===== config.mk =====
export PLATFORM = sky130hd
export DESIGN_NAME = fpu_arbiter
export DESIGN_NICKNAME = d
export VERILOG_FILES = /design/src/rtl/fpu_arbiter.sv
export SDC_FILE = /design/constraint.sdc
export NUM_CORES = 1
export LEC_CHECK = 0
export ABC_AREA = 1
export CAP_MARGIN = 5
export CORE_AREA = 4 4 164 166
export CTS_BUF_LIST = sky130_fd_sc_hd__clkbuf_16
export DETAILED_ROUTE_END_ITERATION = 6
export DIE_AREA = 0 0 168 170
export GPL_TIMING_DRIVEN = 0
export PLACE_DENSITY = 0.67
export SKIP_CTS_REPAIR_TIMING = 1
export SLEW_MARGIN = 10
export SYNTH_ARGS = -nofsm -noshare
export SYNTH_HDL_FRONTEND = slang
export SYNTH_SLANG_ARGS = --single-unit

===== constraint.sdc =====
create_clock -name clk -period 2.9 [get_ports clk]
set_input_delay 0.435 -clock clk [delete_from_list [all_inputs] [get_ports clk]]
set_output_delay 0.435 -clock clk [all_outputs]
set_load 0.01 [all_outputs]

===== src/rtl/fpu_arbiter.sv =====
`default_nettype none
// ============================================================================
//  Module   : fpu_arbiter
//  Purpose  : Round-robin sharing of one fixed-latency FPU between NREQ clients.
//             Optional sticky per-requester error flags: FPU_ARB_STICKY_ERR_EN.
//  Revision : 1.0 - initial release
// ============================================================================
module fpu_arbiter #(
   parameter int NREQ    = 4,
   parameter int FPU_LAT = 6
) (
   input  logic                 clk,
   input  logic                 rst_n,
   input  logic [NREQ-1:0]      i_req_valid,
   output logic [NREQ-1:0]      o_req_ready,
   input  logic [32*NREQ-1:0]   i_req_a,
   input  logic [32*NREQ-1:0]   i_req_b,
   input  logic [2*NREQ-1:0]    i_req_sel,
   input  logic [2*NREQ-1:0]    i_req_round,
   output logic [NREQ-1:0]      o_rsp_valid,
   input  logic [NREQ-1:0]      i_rsp_ready,
   output logic [31:0]          o_rsp_y,
   output logic                 o_rsp_overflow,
   output logic                 o_rsp_error,
   output logic [31:0]          o_fpu_a,
   output logic [31:0]          o_fpu_b,
   output logic [1:0]           o_fpu_sel,
   output logic [1:0]           o_fpu_round,
   output logic                 o_fpu_start,
   input  logic [31:0]          i_fpu_y,
   input  logic                 i_fpu_overflow,
`ifdef FPU_ARB_STICKY_ERR_EN
   input  logic                 i_fpu_error,
   output logic [NREQ-1:0]      o_err_status,
   input  logic [NREQ-1:0]      i_err_clr
`else
   input  logic                 i_fpu_error
`endif
);

   localparam int c_IW = $clog2(NREQ);
   localparam int c_CW = (FPU_LAT > 1) ? $clog2(FPU_LAT) : 1;

   typedef enum logic [1:0] {
      ST_IDLE  = 2'd0,
      ST_ISSUE = 2'd1,
      ST_WAIT  = 2'd2,
      ST_RESP  = 2'd3
   } state_t;

   state_t            r_state;
   logic [c_IW-1:0]   r_ptr;
   logic [c_IW-1:0]   r_grant;
   logic [c_CW-1:0]   r_cnt;
   logic [31:0]       r_fpu_a;
   logic [31:0]       r_fpu_b;
   logic [1:0]        r_fpu_sel;
   logic [1:0]        r_fpu_round;
   logic              r_fpu_start;
   logic [31:0]       r_rsp_y;
   logic              r_rsp_overflow;
   logic              r_rsp_error;
   logic [NREQ-1:0]   r_rsp_valid;

   logic [c_IW-1:0]   w_cand;
   logic [c_IW-1:0]   w_win;
   logic              w_found;
   logic              w_rsp_hs;

   // Scan from the highest offset down so the nearest requester at/after r_ptr wins.
   always_comb begin
      w_cand  = '0;
      w_win   = '0;
      w_found = 1'b0;
      for (int k = NREQ - 1; k >= 0; k--) begin
         w_cand = c_IW'((int'(r_ptr) + k) % NREQ);
         if (i_req_valid[w_cand]) begin
            w_win   = w_cand;
            w_found = 1'b1;
         end
      end
   end

   always_comb begin
      o_req_ready = '0;
      if (r_state == ST_IDLE && w_found) begin
         o_req_ready[w_win] = 1'b1;
      end
   end

   assign w_rsp_hs = (r_state == ST_RESP) && i_rsp_ready[r_grant];

   always_ff @(posedge clk or negedge rst_n) begin
      if (!rst_n) begin
         r_state        <= ST_IDLE;
         r_ptr          <= '0;
         r_grant        <= '0;
         r_cnt          <= '0;
         r_fpu_a        <= '0;
         r_fpu_b        <= '0;
         r_fpu_sel      <= '0;
         r_fpu_round    <= '0;
         r_fpu_start    <= 1'b0;
         r_rsp_y        <= '0;
         r_rsp_overflow <= 1'b0;
         r_rsp_error    <= 1'b0;
         r_rsp_valid    <= '0;
      end else begin
         case (r_state)
            ST_IDLE: begin
               if (w_found) begin
                  r_grant     <= w_win;
                  r_fpu_a     <= i_req_a[32*w_win +: 32];
                  r_fpu_b     <= i_req_b[32*w_win +: 32];
                  r_fpu_sel   <= i_req_sel[2*w_win +: 2];
                  r_fpu_round <= i_req_round[2*w_win +: 2];
                  r_fpu_start <= 1'b1;
                  r_state     <= ST_ISSUE;
               end
            end
            ST_ISSUE: begin
               r_fpu_start <= 1'b0;
               r_cnt       <= c_CW'(FPU_LAT - 1);
               r_state     <= ST_WAIT;
            end
            ST_WAIT: begin
               if (r_cnt == '0) begin
                  r_rsp_y        <= i_fpu_y;
                  r_rsp_overflow <= i_fpu_overflow;
                  r_rsp_error    <= i_fpu_error;
                  r_rsp_valid    <= {{(NREQ-1){1'b0}}, 1'b1} << r_grant;
                  r_state        <= ST_RESP;
               end else begin
                  r_cnt <= r_cnt - 1'b1;
               end
            end
            ST_RESP: begin
               if (w_rsp_hs) begin
                  r_rsp_valid <= '0;
                  r_ptr       <= (r_grant == c_IW'(NREQ - 1)) ? '0 : r_grant + 1'b1;
                  r_state     <= ST_IDLE;
               end
            end
            default: r_state <= ST_IDLE;
         endcase
      end
   end

`ifdef FPU_ARB_STICKY_ERR_EN
   logic [NREQ-1:0] r_err_status;
   logic [NREQ-1:0] w_err_set;

   // r_rsp_valid is already one-hot on the granted requester during RESP.
   assign w_err_set = (w_rsp_hs && r_rsp_error) ? r_rsp_valid : '0;

   always_ff @(posedge clk or negedge rst_n) begin
      if (!rst_n) begin
         r_err_status <= '0;
      end else begin
         r_err_status <= (r_err_status & ~i_err_clr) | w_err_set;
      end
   end

   assign o_err_status = r_err_status;
`endif

   assign o_rsp_valid    = r_rsp_valid;
   assign o_rsp_y        = r_rsp_y;
   assign o_rsp_overflow = r_rsp_overflow;
   assign o_rsp_error    = r_rsp_error;
   assign o_fpu_a        = r_fpu_a;
   assign o_fpu_b        = r_fpu_b;
   assign o_fpu_sel      = r_fpu_sel;
   assign o_fpu_round    = r_fpu_round;
   assign o_fpu_start    = r_fpu_start;

endmodule
`default_nettype wire


==> reports/summary.log, run 1 <==
[run_status] status finished, final reports clean
[placed_design] HPWL after DPL 27,400 um
[clock_network] CTS H-tree lvls 4
[detailed_routing] post-route ant nets 0
[synth] Yosys warning total 0
[power] static leakage 6.61 nW
[cells_and_area] ANT cells 0
[worst_hold_path] path type of the worst min-delay path reg -> reg
[detailed_routing] drt first pass iters 7
[worst_setup_path] Critical Path Start i_req_valid[0]
[global_routing] pin count of the biggest net entering global routing 62
[clock_network] clock transition at the registers of the reported paths 0.06 ns
[global_routing] antenna violations before repair 2
[power] pwr/cell area 1080 nW/um^2
[sta] Period Utilization, post-route 94.4%
[worst_setup_path] FF-to-FF path depth 16
[die] Die Footprint 28,600 um^2
[synth] mean cell area of the mapped netlist 6.50 um^2
[synth] cells taking the most area after synthesis dfrtp_1 (38%), nand2_1 (21%), nand3_1 (14%)
[detailed_routing] total wirelength of the detailed-routed design 35,100 um
[detailed_routing] Detailed Route Iter0 Violations 472
[synth] total standard cell area after synthesis 7560 um^2
[die] starting utilization of the core area 29.5%
[worst_setup_path] critical path capture point o_req_ready[0]
[worst_setup_path] Crit Path Category in -> out
[cells_and_area] fillers 2,566
[synth] share of synthesized area occupied by flip-flops and latches 38.4%
[synth] area share of the largest cell type after synthesis 38.4%
[die] I/O Pins 427
[detailed_routing] routed vias/inst 4.61
[worst_setup_path] startpoint of the worst register-to-register path r_ptr[0]$_DFFE_PN0P_
[cells_and_area] commonest cells after routing, fill and taps aside clkdlybuf4s50_1 (421), nand2_1 (419), inv_1 (217)
[placed_design] placer's final routability congestion estimate 0.968
[worst_setup_path] worst reg2reg setup slack 0.46 ns
[die] placeable core region 25,600 um^2
[sta] slew of the pin with the lowest slew margin 0.634 ns
[cells_and_area] layout overhead on the synthesized area 71.4%
[global_routing] number of global-route vias before repair 9,083
[worst_setup_path] maximum net fanout on the critical path 10
[global_routing] global routing's busiest layer met2
[global_routing] wire length of the first global-routing pass 52,400 um
[sta] Worst Clk Skew 0.0124 ns
[worst_setup_path] chain of cells forming the critical path clkdlybuf4s50_1, inv_1, nand2_1, nand3_1, o21ai_0, nand2_1, nand2_1, nand2_2, clkbuf_2, nor3_1, dlymetal6s2s_1
[synth] number of distinct standard cells referenced by the synthesized netlist 27
[synth] cell accounting for the most synthesized area dfrtp_1
[global_routing] Congestion Overflow GR 0
[die] number of core rows 59
[worst_setup_path] CP most frequent cell nand2_1
[power] Max rail drop VDD 520 uV
[cells_and_area] most common cell after layout, fill and taps aside clkdlybuf4s50_1
[worst_setup_path] Worst EP arrival 2.30 ns
[worst_setup_path] critical path's slowest cell clkdlybuf4s50_1
[clock_network] worst skew pair latency 0.42 ns
[clock_network] buffer type at the clock tree root clkbuf_16
[placed_design] # port buffers 426
[worst_setup_path] type of destination of the critical path primary output
[clock_network] clock tree from TritonCTS yes
[synth] register bit total from synthesis 116
[worst_setup_path] capture instance of the worst register-to-register path o_fpu_a[19]$_DFFE_PN0P_
[cells_and_area] fraction of layout instances using a drive strength above 1 8.16%
[job] MaxCap Viol Count 0
[placed_design] area after detailed placement 12,300 um^2
[sta] final setup violation count 0
[sta] Final Hold Slack 0.469 ns
[die] Die W 168 um
[worst_setup_path] Largest stage delay, worst path 0.51 ns
[global_routing] Tot GR Track Use 23.6%
[worst_setup_path] Crit path required time 2.47 ns
[global_routing] met3 routing resource usage after global routing 7.29%
[sta] Final Critical Period 2.74 ns
[synth] post-synthesis net count 1,490
[clock_network] number of buffers added by the clock tree synthesis step 17
[cells_and_area] number of nets in the layout 1,943
[sta] number of hold violations in the final report 0
[sta] max frequency 365 MHz
[sta] Final Max Tran Viols 0
[detailed_routing] detailed-route wire length per cell 17.8 um
[die] die span in y 170 um
[global_routing] fraction of met2 tracks used by global routing 42.0%
[synth] post-synthesis cell count 1,164
[worst_setup_path] sort of element at the start of the critical path input pin
[cells_and_area] post-route design area 13,000 um^2
[detailed_routing] total vias in the final route 9,057
[sta] Slew HR 57.5%
[global_routing] met1 track demand over resource in global routing 27.1%
[clock_network] maximum clock insertion buffer count 2
[clock_network] TritonCTS Sinks 116
[detailed_routing] Post-route DRC 0
[sta] RSZ-0062 raised after global routing no
layout make-up:
cell class	count	area (um^2)	area share (%)
repair buffers	435	4350	33.6
multi-input cells	759	3530	27.3
flip-flops and latches	116	2900	22.4
inverters	222	833	6.43
clock buffers	17	425	3.28
well taps	335	419	3.23
plain buffers	66	324	2.50
clock inverters	15	171	1.32
worst min path at each step:
stage	startpoint	to	slack, ns	cells past startpoint
floorplan	rst_n	o_fpu_a[0]$_DFFE_PN0P_	0.14	0
global placement	o_rsp_y[22]$_DFFE_PN0P_	o_rsp_y[22]$_DFFE_PN0P_	0.45	2
detailed placement	rst_n	o_fpu_b[15]$_DFFE_PN0P_	0.45	1
CTS	rst_n	o_fpu_b[15]$_DFFE_PN0P_	-0.01	1
global route	o_rsp_y[13]$_DFFE_PN0P_	o_rsp_y[13]$_DFFE_PN0P_	0.49	2
finish	o_rsp_y[2]$_DFFE_PN0P_	o_rsp_y[2]$_DFFE_PN0P_	0.47	2
cells by family after synthesis:
logic type / count (synthesis) / synth area share (%)
DFF: 116 / 38.4
adders and majority gates: 10 / 1.65
AOI/OAI and AO/OA: 64 / 5.59
and+or+nand+nor: 685 / 39.2
buffers and inverters: 289 / 15.2
flip-flops by register name (all words and copies together), names as in the netlist:
name,flops
o_fpu_a,32
o_rsp_valid,4
o_fpu_round,2
r_ptr,2
o_rsp_y,32
o_rsp_error,1
r_state,2
o_fpu_b,32
o_rsp_overflow,1
r_grant,2
o_fpu_sel,2
o_fpu_start,1
r_cnt,3
layer usage:
metal / share of wire [%] / vias up
met5: 0.077 / -
met3: 8.6 / 55
li1: - / 4470
met1: 39 / 4143
met2: 49 / 385
met4: 2.8 / 4
stage by stage:
step | setup TNS [ns] | worst slack (ns) | util (%) | total power [W] | instances
finish | 0 | 0.162 | 50.6 | 0.0140 | 1965
global route | 0 | 0.00135 | 50.6 | 0.0152 | 1965
CTS | -3.25 | -0.942 | 50.2 | 0.0140 | 1958
detailed placement | -3.10 | -0.940 | 47.9 | 0.0117 | 1926
global placement | -433.88 | -3.73 | 47.8 | 0.0116 | 1925
floorplan | 0 | 0.787 | - | 0.00767 | 1164
critical path, delay by kind of cell:
kind | cells | cell delay (ns)
buf+inv | 4 | 1.03
simple gates | 6 | 0.67
compound gates | 1 | 0.15
where the power goes:
group	leakage, nW	switching [W]	total (W)	internal, W
Sequential	1.42	0.000444	0.00289	0.00244
Combinational	4.90	0.00528	0.00898	0.00370
Clock	0.292	0.000880	0.00217	0.00129
Total	6.61	0.00660	0.0140	0.00744
synth_stat cells (all sizes together):
cell type / instances
nand2: 423
inv: 221
nand3: 206
dfrtp: 116
buf: 45
o211ai: 39
or2: 39
clkbuf: 22
o21ai: 18
nor2: 12
ha: 10
a21oi: 5
nor3: 4
clkinv: 1
nand4: 1
o22a: 1
o22ai: 1
(Power assumes the default switching activity.)
==> run 2, diff against run 1 <==
==> constraint.sdc (replaced) <==
create_clock -name clk -period 3.5 [get_ports clk]
set_input_delay 0.525 -clock clk [delete_from_list [all_inputs] [get_ports clk]]
set_output_delay 0.525 -clock clk [all_outputs]
set_load 0.01 [all_outputs]
==> reports/summary.log, run 2 (synthesis gave the netlist of run 1 again) <==
[run_status] status finished, final reports clean
[cells_and_area] layout overhead on the synthesized area 70.3%
[power] Max rail drop VDD 430 uV
[clock_network] number of buffers added by the clock tree synthesis step 17
[worst_setup_path] gate family responsible for the most delay along the worst path buffers and inverters
[job] MaxCap Viol Count 0
[sta] max frequency 315 MHz
[placed_design] Place WS -0.520 ns
[clock_network] CTS H-tree lvls 4
[worst_setup_path] Largest stage delay, worst path 0.48 ns
[clock_network] clock transition at the registers of the reported paths 0.07 ns
[placed_design] placer's final routability congestion estimate 0.968
[die] placeable core region 25,600 um^2
[die] Die Footprint 28,600 um^2
[worst_setup_path] chain of cells forming the critical path clkdlybuf4s50_1, inv_1, o21ai_1, nor2_1, nor2_1, nand3_2, nand2_4, buf_8, nand2_1, nor2_1, dlymetal6s2s_1
[cells_and_area] number of nets in the layout 1,935
[detailed_routing] total vias in the final route 9,028
[global_routing] Tot GR Track Use 23.6%
[die] number of core rows 59
[worst_setup_path] critical path buffer and inverter count 4
[global_routing] pin count of the biggest net entering global routing 62
[sta] Period Utilization, post-route 90.7%
[global_routing] antenna violations before repair 2
[die] Die W 168 um
[cells_and_area] commonest cells after routing, fill and taps aside clkdlybuf4s50_1 (421), nand2_1 (420), inv_1 (217)
[detailed_routing] routed vias/inst 4.61
[worst_setup_path] type of destination of the critical path primary output
[detailed_routing] Post-route DRC 0
[clock_network] worst skew pair latency 0.42 ns
[cells_and_area] most common cell after layout, fill and taps aside clkdlybuf4s50_1
[cells_and_area] ANT cells 0
[worst_hold_path] path type of the worst min-delay path in -> async
[power] pwr/cell area 889 nW/um^2
[worst_setup_path] sort of element at the start of the critical path input pin
[sta] final setup TNS 0 ns
[global_routing] Congestion Overflow GR 0
[worst_setup_path] maximum net fanout on the critical path 19
[clock_network] TritonCTS Sinks 116
[die] I/O Pins 427
[sta] RSZ-0062 raised after global routing no
[sta] Final Max Tran Viols 0
[sta] Slew HR 57.7%
[sta] number of hold violations in the final report 0
[sta] slack of the critical path 0.327 ns
[sta] final setup violation count 0
[global_routing] wire length of the first global-routing pass 52,400 um
[placed_design] HPWL after DPL 27,400 um
[sta] Final Critical Period 3.17 ns
[sta] Worst Clk Skew 0.00949 ns
[placed_design] # port buffers 426
[worst_setup_path] Crit path required time 2.97 ns
[cells_and_area] fraction of layout instances using a drive strength above 1 7.46%
[worst_setup_path] critical path's slowest cell clkdlybuf4s50_1
[die] starting utilization of the core area 29.5%
[clock_network] buffer type at the clock tree root clkbuf_16
[clock_network] maximum clock insertion buffer count 2
[worst_setup_path] CP most frequent cell nor2_1
[worst_setup_path] Crit Path Category in -> out
[detailed_routing] post-route ant nets 0
[die] die span in y 170 um
[clock_network] clock tree from TritonCTS yes
[power] static leakage 6.60 nW
[detailed_routing] total wirelength of the detailed-routed design 34,900 um
[cells_and_area] fillers 2,575
[detailed_routing] Detailed Route Iter0 Violations 484
[worst_setup_path] Worst EP arrival 2.65 ns
[detailed_routing] detailed-route wire length per cell 17.8 um
[detailed_routing] drt first pass iters 5
[sta] slew of the pin with the lowest slew margin 0.631 ns
[global_routing] number of global-route vias before repair 9,083
## run 2: stage by stage
step / power [W] / instances / area [um^2] / util, % / hold slack, ns
after floorplan: 0.00636 / 1164 / 7560 / - / 0.229
after global placement: 0.00964 / 1925 / 12200 / 47.8 / 0.454
after detailed placement: 0.00972 / 1926 / 12300 / 47.9 / 0.458
after CTS: 0.0116 / 1958 / 12900 / 50.2 / 0.0773
after global routing: 0.0124 / 1957 / 12900 / 50.3 / 0.0885
final: 0.0115 / 1957 / 12900 / 50.3 / 0.0640
## run 2: final cells by class
cell class              count  area (um^2)  area share, %
plain buffers              66          313           2.43
clock buffers              17          425           3.30
clock inverters            15          171           1.33
inverters                 222          833           6.47
multi-input cells         759         3510           27.3
flip-flops and latches    116         2900           22.5
well taps                 335          419           3.25
repair buffers            427         4300           33.4
## run 2: worst reg2reg max path: cells and delay by family (launching register included)
| family | cells | cell delay, ns |
|---|---|---|
| DFF | 1 | 0.36 |
| AOI/OAI and AO/OA | 2 | 0.33 |
| and+or+nand+nor | 6 | 0.89 |
| buffers and inverters | 3 | 0.71 |
## run 2: report_power, final
part	switching [W]	internal, W	total (W)
logic	0.00432	0.00294	0.00726
registers	0.000369	0.00202	0.00239
clock network	0.000725	0.00107	0.00180
total	0.00541	0.00604	0.0115
## run 2: path summary, 6_finish.rpt
| kind | from | end | slack, ns | depth (start not counted) |
|---|---|---|---|---|
| worst min-delay path | rst_n | o_fpu_b[15]$_DFFE_PN0P_ | 0.06 | 1 |
| min in group clk | o_rsp_y[2]$_DFFE_PN0P_ | o_rsp_y[2]$_DFFE_PN0P_ | 0.47 | 2 |
| worst max register to register | r_ptr[0]$_DFFE_PN0P_ | o_fpu_a[19]$_DFFE_PN0P_ | 1.09 | 11 |
| worst min register to register | o_rsp_y[2]$_DFFE_PN0P_ | o_rsp_y[2]$_DFFE_PN0P_ | 0.47 | 2 |
| max in group asynchronous | rst_n | o_rsp_y[24]$_DFFE_PN0P_ | 2.66 | 2 |
| worst max-delay path | i_req_valid[3] | o_req_ready[1] | 0.33 | 11 |
## run 2: metal layers
metal | vias up | global-route usage [%] | routed length, um
met5 | - | 0 | 27
met4 | 4 | 7.87 | 1010
met3 | 56 | 7.29 | 3010
met2 | 394 | 42.0 | 17300
met1 | 4118 | 27.1 | 13600
li1 | 4456 | - | -
==> run 3, diff against run 2 <==
--- a/config.mk
+++ b/config.mk
@@ -13,6 +13,7 @@
 export DIE_AREA = 0 0 168 170
 export GPL_TIMING_DRIVEN = 0
 export PLACE_DENSITY = 0.67
+export RECOVER_POWER = 100
 export SKIP_CTS_REPAIR_TIMING = 1
 export SLEW_MARGIN = 10
 export SYNTH_ARGS = -nofsm -noshare
==> constraint.sdc (replaced) <==
create_clock -name clk -period 3.9 [get_ports clk]
set_input_delay 0.585 -clock clk [delete_from_list [all_inputs] [get_ports clk]]
set_output_delay 0.585 -clock clk [all_outputs]
set_load 0.01 [all_outputs]
==> reports/summary.log, run 3 (synthesis gave the netlist of run 1 again) <==
[placed_design] placer's final routability congestion estimate 0.968
[placed_design] Post-Place Cells 1,926
[run_status] violated checks max-capacitance violations, max-slew violations
[power] pwr/cell area 780 nW/um^2
[clock_network] CTS H-tree lvls 4
[die] I/O Pins 427
[global_routing] Tot GR Track Use 23.6%
[sta] max frequency 275 MHz
[power] static leakage 6.62 nW
[cells_and_area] most common cell after layout, fill and taps aside nand2_1
[placed_design] Place WS -0.240 ns
[global_routing] Congestion Overflow GR 0
[worst_setup_path] Crit path required time 3.31 ns
[global_routing] wire length of the first global-routing pass 52,400 um
[cells_and_area] ANT cells 0
[cells_and_area] commonest cells after routing, fill and taps aside nand2_1 (420), clkdlybuf4s50_1 (314), inv_1 (217)
[die] die span in y 170 um
[detailed_routing] detailed-route wire length per cell 17.8 um
[sta] slew of the pin with the lowest slew margin 2.94 ns
[detailed_routing] drt first pass iters 5
[clock_network] buffer type at the clock tree root clkbuf_16
[placed_design] area after detailed placement 12,300 um^2
[cells_and_area] fillers 2,581
[sta] Slew HR -95.7%
[clock_network] maximum clock insertion buffer count 2
[cells_and_area] number of nets in the layout 1,935
[die] placeable core region 25,600 um^2
[sta] Worst Clk Skew 0.0105 ns
[cells_and_area] layout overhead on the synthesized area 69.9%
[detailed_routing] metal2 WL 17,300 um
[sta] Final Max Tran Viols 56
[detailed_routing] total wirelength of the detailed-routed design 34,900 um
[sta] final setup TNS 0 ns
[sta] Final Critical Period 3.63 ns
[detailed_routing] total vias in the final route 9,046
[clock_network] number of buffers added by the clock tree synthesis step 17
[cells_and_area] combined area of the multi-input logic cells 3510 um^2
[die] starting utilization of the core area 29.5%
[run_status] status finished with violations
[sta] final setup violation count 0
[clock_network] worst skew pair latency 0.42 ns
[detailed_routing] post-route ant nets 0
[worst_hold_path] path type of the worst min-delay path reg -> reg
[detailed_routing] routed length on met3 2980 um
[cells_and_area] fraction of layout instances using a drive strength above 1 6.91%
[placed_design] # port buffers 426
[detailed_routing] Detailed Route Iter0 Violations 494
[sta] slack of the critical path 0.269 ns
[die] Die Footprint 28,600 um^2
[global_routing] antenna violations before repair 2
[cells_and_area] post-route design area 12,800 um^2
[die] number of core rows 59
[die] Die W 168 um
[clock_network] clock tree from TritonCTS yes
[clock_network] clock transition at the registers of the reported paths 0.06 ns
[global_routing] number of global-route vias before repair 9,083
[sta] RSZ-0062 raised after global routing no
[clock_network] TritonCTS Sinks 116
[detailed_routing] routed vias/inst 4.62
[detailed_routing] highest metal layer used by the detailed router met5
[cells_and_area] Reg area 2900 um^2
[worst_setup_path] type of destination of the critical path primary output
[worst_setup_path] Crit Path Category in -> out
[detailed_routing] Post-route DRC 0
[global_routing] pin count of the biggest net entering global routing 62
[job] MaxCap Viol Count 1
[sta] Period Utilization, post-route 93.1%
[placed_design] HPWL after DPL 27,400 um
[worst_setup_path] Worst EP arrival 3.05 ns
[power] Max rail drop VDD 383 uV
[sta] number of hold violations in the final report 0
[cells_and_area] count of placed standard cells in the final layout, fillers left out 1,957
[detailed_routing] met1 wire length 13,600 um
[worst_setup_path] maximum net fanout on the critical path 19
[worst_setup_path] sort of element at the start of the critical path input pin
-- run 3: worst max-delay path, cell delays in order --
cell and delay [ns]:
clkdlybuf4s50_1 0.48, inv_1 0.06, o21ai_1 0.19, nor2_1 0.10, nor2_1 0.12, nand3_2 0.18, nand2_4 0.20, buf_6 0.23
nand2_1 0.15, nor2_1 0.12, clkdlybuf4s50_1 0.62
-- run 3: path summary, 6_finish.rpt --
path	from	cells past startpoint	endpoint	slack [ns]
setup / recovery	i_req_valid[3]	11	o_req_ready[3]	0.27
hold / removal	o_rsp_y[2]$_DFFE_PN0P_	2	o_rsp_y[2]$_DFFE_PN0P_	0.46
setup reg to reg	r_state[0]$_DFFE_PN0P_	8	o_rsp_y[24]$_DFFE_PN0P_	1.08
hold reg to reg	o_rsp_y[2]$_DFFE_PN0P_	2	o_rsp_y[2]$_DFFE_PN0P_	0.46
max in group asynchronous	rst_n	1	o_fpu_a[18]$_DFFE_PN0P_	0.88
min in group asynchronous	rst_n	1	o_fpu_b[15]$_DFFE_PN0P_	1.31
-- run 3: final cells by class --
class | count | share of cell area, %
Sequential cell | 116 | 22.6
Clock inverter | 15 | 1.33
Clock buffer | 17 | 3.31
Inverter | 222 | 6.49
Multi-Input combinational cell | 759 | 27.3
Timing Repair Buffer | 427 | 33.4
Buffer | 66 | 2.34
Tap cell | 335 | 3.26
-- run 3: through the flow --
step	util (%)	hold slack (ns)	total power (W)
detailed placement	47.9	0.458	0.00872
finish	50.1	0.464	0.0100
global route	50.1	0.484	0.0109
CTS	50.2	0.137	0.0104
floorplan	-	0.289	0.00571
global placement	47.8	0.454	0.00865
-- run 3: power by group --
group	total (W)	switching [W]	internal, W
registers	0.00212	0.000304	0.00182
clock network	0.00161	0.000652	0.000961
logic	0.00628	0.00386	0.00242
total	0.0100	0.00482	0.00520
-- run 3: per-layer routing --
layer	track usage (%)	vias to the layer above
li1	-	4457
met1	27.1	4137
met2	42.0	393
met3	7.29	55
met4	7.87	4
met5	0	-
